[src/rtl/alu_pkg.sv]
// alu_pkg: shared definitions for the ALU host slice.
//   alu_op_e          - ALU opcode encoding (0..8; 9..15 are illegal)
//   ENC_KEY_DEFAULT   - default encryption key used by the ALU for OP_ENC
//   state_e           - alu_host sequencer states
//   op_is_legal()     - true for opcodes the ALU implements
package alu_pkg;

  typedef enum logic [3:0] {
    OP_ADD = 4'd0,
    OP_SUB = 4'd1,
    OP_MUL = 4'd2,
    OP_DIV = 4'd3,
    OP_AND = 4'd4,
    OP_OR  = 4'd5,
    OP_XOR = 4'd6,
    OP_NOT = 4'd7,
    OP_ENC = 4'd8
  } alu_op_e;

  localparam logic [7:0] ENC_KEY_DEFAULT = 8'hAB;

  typedef enum logic [1:0] {
    ST_IDLE,
    ST_ISSUE,
    ST_CAPTURE,
    ST_RESP
  } state_e;

  function automatic logic op_is_legal(input logic [3:0] op);
    return op <= OP_ENC;
  endfunction

endpackage

[src/rtl/alu_dec.sv]
// alu_dec: undoes the ALU's ENC transform and checks it round-trips.
//   alu_result_i - raw ALU output for an ENC command
//   operands_i   - the {a,b} that were issued
//   plain_o      - alu_result_i XOR ENC_KEY
//   mismatch_o   - plain_o differs from operands_i
module alu_dec
  import alu_pkg::*;
#(
  parameter logic [7:0] ENC_KEY = ENC_KEY_DEFAULT
) (
  input  logic [7:0] alu_result_i,
  input  logic [7:0] operands_i,
  output logic [7:0] plain_o,
  output logic       mismatch_o
);

  always_comb begin
    plain_o    = alu_result_i ^ ENC_KEY;
    mismatch_o = (plain_o != operands_i);
  end

endmodule

[src/rtl/alu_host.sv]
// alu_host: sequences one command at a time to a registered external ALU.
// Build option: define ALU_HOST_DECRYPT_EN to decrypt and verify ENC results.
// Ports:
//   clk, rst_n                       - clock, async active-low reset
//   cmd_valid/cmd_ready              - command handshake (ready only in IDLE)
//   cmd_op, cmd_a, cmd_b             - opcode and 4-bit operands
//   alu_operands, alu_opcode         - registered operand/opcode bus to ALU
//   alu_result, alu_flags            - ALU result and {overflow,carry}
//   rsp_valid/rsp_ready              - response handshake
//   rsp_data, rsp_flags, rsp_err     - response payload, held while stalled
module alu_host
  import alu_pkg::*;
#(
  parameter logic [7:0] ENC_KEY = ENC_KEY_DEFAULT
) (
  input  logic       clk,
  input  logic       rst_n,
  input  logic       cmd_valid,
  output logic       cmd_ready,
  input  logic [3:0] cmd_op,
  input  logic [3:0] cmd_a,
  input  logic [3:0] cmd_b,
  output logic [7:0] alu_operands,
  output logic [3:0] alu_opcode,
  input  logic [7:0] alu_result,
  input  logic [1:0] alu_flags,
  output logic       rsp_valid,
  input  logic       rsp_ready,
  output logic [7:0] rsp_data,
  output logic [1:0] rsp_flags,
  output logic       rsp_err
);

  state_e     state_q, state_d;
  logic [7:0] operands_q, operands_d;
  logic [3:0] opcode_q, opcode_d;
  logic [7:0] data_q, data_d;
  logic [1:0] flags_q, flags_d;
  logic       err_q, err_d;

  logic [7:0] cap_data;
  logic       cap_err;

`ifdef ALU_HOST_DECRYPT_EN
  logic [7:0] dec_plain;
  logic       dec_mismatch;

  alu_dec #(
    .ENC_KEY(ENC_KEY)
  ) u_dec (
    .alu_result_i(alu_result),
    .operands_i  (operands_q),
    .plain_o     (dec_plain),
    .mismatch_o  (dec_mismatch)
  );
`else
  logic unused_key;
  assign unused_key = ^ENC_KEY;
`endif

  // Result qualification, evaluated against the issued operands/opcode.
  always_comb begin
    cap_data = alu_result;
    cap_err  = 1'b0;
    if (!op_is_legal(opcode_q)) begin
      cap_data = '0;
      cap_err  = 1'b1;
    end else if (opcode_q == OP_DIV && operands_q[3:0] == 4'd0) begin
      cap_err = 1'b1;
    end
`ifdef ALU_HOST_DECRYPT_EN
    else if (opcode_q == OP_ENC) begin
      cap_data = dec_plain;
      cap_err  = dec_mismatch;
    end
`endif
  end

  always_comb begin
    state_d    = state_q;
    operands_d = operands_q;
    opcode_d   = opcode_q;
    data_d     = data_q;
    flags_d    = flags_q;
    err_d      = err_q;
    cmd_ready  = (state_q == ST_IDLE);
    rsp_valid  = (state_q == ST_RESP);
    unique case (state_q)
      ST_IDLE: begin
        if (cmd_valid) begin
          operands_d = {cmd_a, cmd_b};
          opcode_d   = cmd_op;
          state_d    = ST_ISSUE;
        end
      end
      ST_ISSUE:   state_d = ST_CAPTURE;
      ST_CAPTURE: begin
        data_d  = cap_data;
        flags_d = alu_flags;
        err_d   = cap_err;
        state_d = ST_RESP;
      end
      ST_RESP: begin
        if (rsp_ready) state_d = ST_IDLE;
      end
      default: state_d = ST_IDLE;
    endcase
  end

  always_ff @(posedge clk or negedge rst_n) begin
    if (!rst_n) begin
      state_q    <= ST_IDLE;
      operands_q <= '0;
      opcode_q   <= '0;
      data_q     <= '0;
      flags_q    <= '0;
      err_q      <= 1'b0;
    end else begin
      state_q    <= state_d;
      operands_q <= operands_d;
      opcode_q   <= opcode_d;
      data_q     <= data_d;
      flags_q    <= flags_d;
      err_q      <= err_d;
    end
  end

  assign alu_operands = operands_q;
  assign alu_opcode   = opcode_q;
  assign rsp_data     = data_q;
  assign rsp_flags    = flags_q;
  assign rsp_err      = err_q;

endmodule

[config.mk]
export PLATFORM = sky130hd
export DESIGN_NAME = alu_host
export DESIGN_NICKNAME = d
export VERILOG_FILES = /design/src/rtl/alu_pkg.sv /design/src/rtl/alu_dec.sv /design/src/rtl/alu_host.sv
export SDC_FILE = /design/constraint.sdc
export NUM_CORES = 1
export LEC_CHECK = 0
export CAP_MARGIN = 20
export CORE_MARGIN = 8
export CORE_UTILIZATION = 30
export CTS_BUF_LIST = sky130_fd_sc_hd__clkbuf_8
export DETAILED_ROUTE_END_ITERATION = 7
export GPL_ROUTABILITY_DRIVEN = 0
export SYNTH_ARGS = -nofsm -noshare
export SYNTH_HDL_FRONTEND = slang
export SYNTH_SLANG_ARGS = --single-unit
[constraint.sdc]
create_clock -name clk -period 1.6 [get_ports clk]
set_clock_uncertainty 0.05 [all_clocks]
set_input_delay 0.4 -clock clk [delete_from_list [all_inputs] [get_ports clk]]
set_output_delay 0.4 -clock clk [all_outputs]
set_load 0.05 [all_outputs]
==> results by group <==
Timing
  – Unrepaired setup endpoints after global routing: true
  – Final hold violation count: 0
  – Relative slew slack: between 70% and 80%
  – Fmax: 652 MHz
  – Fin crit period: between 1.5 and 2 ns
  – Worst slew pin tran: approximately 0.32 ns
  – Setup violations, final: 0
  – Slew Limit Fails: 0
  – Crit share post-route: approximately 96%
  – Setup TNS: 0 ns

GRT
  – Overflow after GRT: 0
  – First-pass GRT wire length: roughly 4200 um
  – Largest net degree at the start of global routing: 26
  – Initial antenna violation count: 0
  – Vias in the first global route: approximately 800
  – Total track usage: between 10% and 20%

Critical path
  – Crit end category: output pin
  – Startpoint types: flip-flop
  – CP Data Required Time: roughly 1.2 ns
  – Crit-path max FO: 4
  – Crit path arrival time: around 1.1 ns
  – Setup CP Type: reg -> out

Yosys
  – Synthesis Warnings: 0
  – Netlist cell types: 16
  – Mapped Nets: a little under 100
  – Post-Synthesis Cells: 69
  – Register area share after synthesis: 61.7%
  – Mapped Avg Cell Area: ~15 um2
  – Post-Syn Area: 0.00101 mm2
  – Yosys reg bits: 25

Floorplanning
  – Die Wd: 74.2 um
  – Starting Density: between 30% and 40%
  – Die area: between 0.005 and 0.006 mm2
  – Row count: 21
  – Die H: ~74 um
  – I/O Pins: 51
  – Core area: 0.00328 mm2

Routing
  – Vias post-DR: roughly 760
  – DRC: 0
  – Vias per cell: roughly 4.4
  – WL per Instance: roughly 15 um
  – Router iterations before antenna repair: 4
  – Post-route ant nets: 0
  – 1st-iter DRT viols: 25
  – Routed wire length: 2670 um

Final layout
  – Fin cells: around 170
  – Share of cells above drive strength 1: between 40% and 50%
  – N_diodes: 0
  – Final Util: 58.7%
  – Most frequent cells in the layout: buf_12, dfrtp_1, clkdlybuf4s50_1
  – Fin nets: roughly 160
  – Layout area overhead: 90.0%
  – Filler instances: ~270
  – Commonest non-fill, non-tap cell in the layout: buf_12

Clock tree
  – Clk Latency, worst-skew pair: 0.26 ns
  – Max clock buf depth: 2
  – Worst-path clk slew: approximately 0.080 ns
  – H-Tree Depth: 1
  – Total CTS buffers: 3
  – Root Buffer: clkbuf_8
  – Clk sink count: 25
  – CTS tree: built

Worst hold path
  – HP Class: in -> async

Place
  – Post-DP HPWL: about 2200 um
  – IO Port Bufs: 50
  – Placed cell count: around 170

Pwr
  – Maximum vdd drop: ~0.0013 V
  – Power Density: ~2600 mW/mm2
  – Lkg Pwr: about 0.84 nW

Run
  – Number of max-cap violations: 0

Outcome
  – Outcome: completed
-- through the flow --
step,area (um2),worst slack (ns),total power (W),hold WS [ns]
finish,1930,0.0664,0.00492,0.452
global route,1930,-0.00614,0.00515,0.469
CTS,1920,0.0314,0.00497,0.462
detailed placement,1880,0.0115,0.00460,0.510
global placement,1880,0.0199,0.00453,0.505
floorplan,1030,0.0660,0.00287,0.0544
-- sequential cells by signal (all words and copies together), names as in the netlist --
signal        count
alu_operands      8
rsp_data          8
alu_opcode        4
rsp_flags         2
state_q           2
rsp_err           1
-- metal layers --
metal / share of wire (%) / GRT usage, %
met1: 42 / 11.7
met2: 50 / 16.7
met3: 5.9 / 2.56
met4: 2.6 / 7.32
met5: 0 / 0
-- critical path: stages (launching register included) --
cell,delay (ns)
dfrtp_1,0.41
inv_2,0.11
ha_4,0.16
buf_12,0.13
-- synthesized netlist by cell type, drive strengths merged --
master	instances	area, um2
inv	5	18.8
or3	1	11.3
buf	1	5.00
a21oi	2	21.3
ha	4	50.1
o22ai	1	6.26
a22o	8	70.1
dfrtp	25	626
nor4	1	6.26
nand4	1	6.26
mux2	15	169
mux2i	1	10.0
nor2	3	11.3
nand2	1	3.75
-- cell families after synthesis --
group / after synthesis / synth area share (%)
adder cells (fa/ha/maj): 4 / 4.93
AND/OR/NAND/NOR: 7 / 3.82
AO/OA/AOI/OAI: 11 / 9.62
flip-flops: 25 / 61.7
multiplexers: 16 / 17.6
buffers and inverters: 6 / 2.34
-- cell type report --
| type | instances | area [um2] | area share [%] |
|---|---|---|---|
| flip-flops and latches | 25 | 626 | 32.4 |
| clock buffers | 3 | 41.3 | 2.14 |
| inverters | 5 | 18.8 | 0.973 |
| well taps | 46 | 57.6 | 2.99 |
| clock inverters | 1 | 3.75 | 0.195 |
| repair buffers | 55 | 801 | 41.5 |
| multi-input cells | 38 | 380 | 19.7 |
-- final timing paths --
check / slack [ns] / cells after the start / to / start
worst max-delay path: 0.07 / 3 / cmd_ready / state_q[0]
worst min-delay path: 0.45 / 2 / rsp_data[7] / rst_n
worst max register to register: 0.17 / 3 / rsp_data[4] / alu_opcode[0]
worst min register to register: 0.52 / 1 / rsp_data[0] / rsp_data[0]
max in group asynchronous: 0.81 / 2 / alu_operands[4] / rst_n
min in group clk: 0.52 / 1 / rsp_data[0] / rsp_data[0]
-- where the power goes --
group          internal, W  switching, W  leakage, nW
sequential        0.000942      0.000367        0.303
combinational      0.00166       0.00159        0.513
clock             0.000171      0.000187       0.0269
-- repair_timing --
action | in CTS | in global routing
hold buffers | 0 | 0
pin swaps | 0 | 1
setup buffers | 0 | 1
endpoints found under the hold margin | 0 | 0
gates resized for setup | 1 | 1
endpoints found under the setup margin | 1 | 1
No activity file was read; power rests on OpenSTA's default activity.
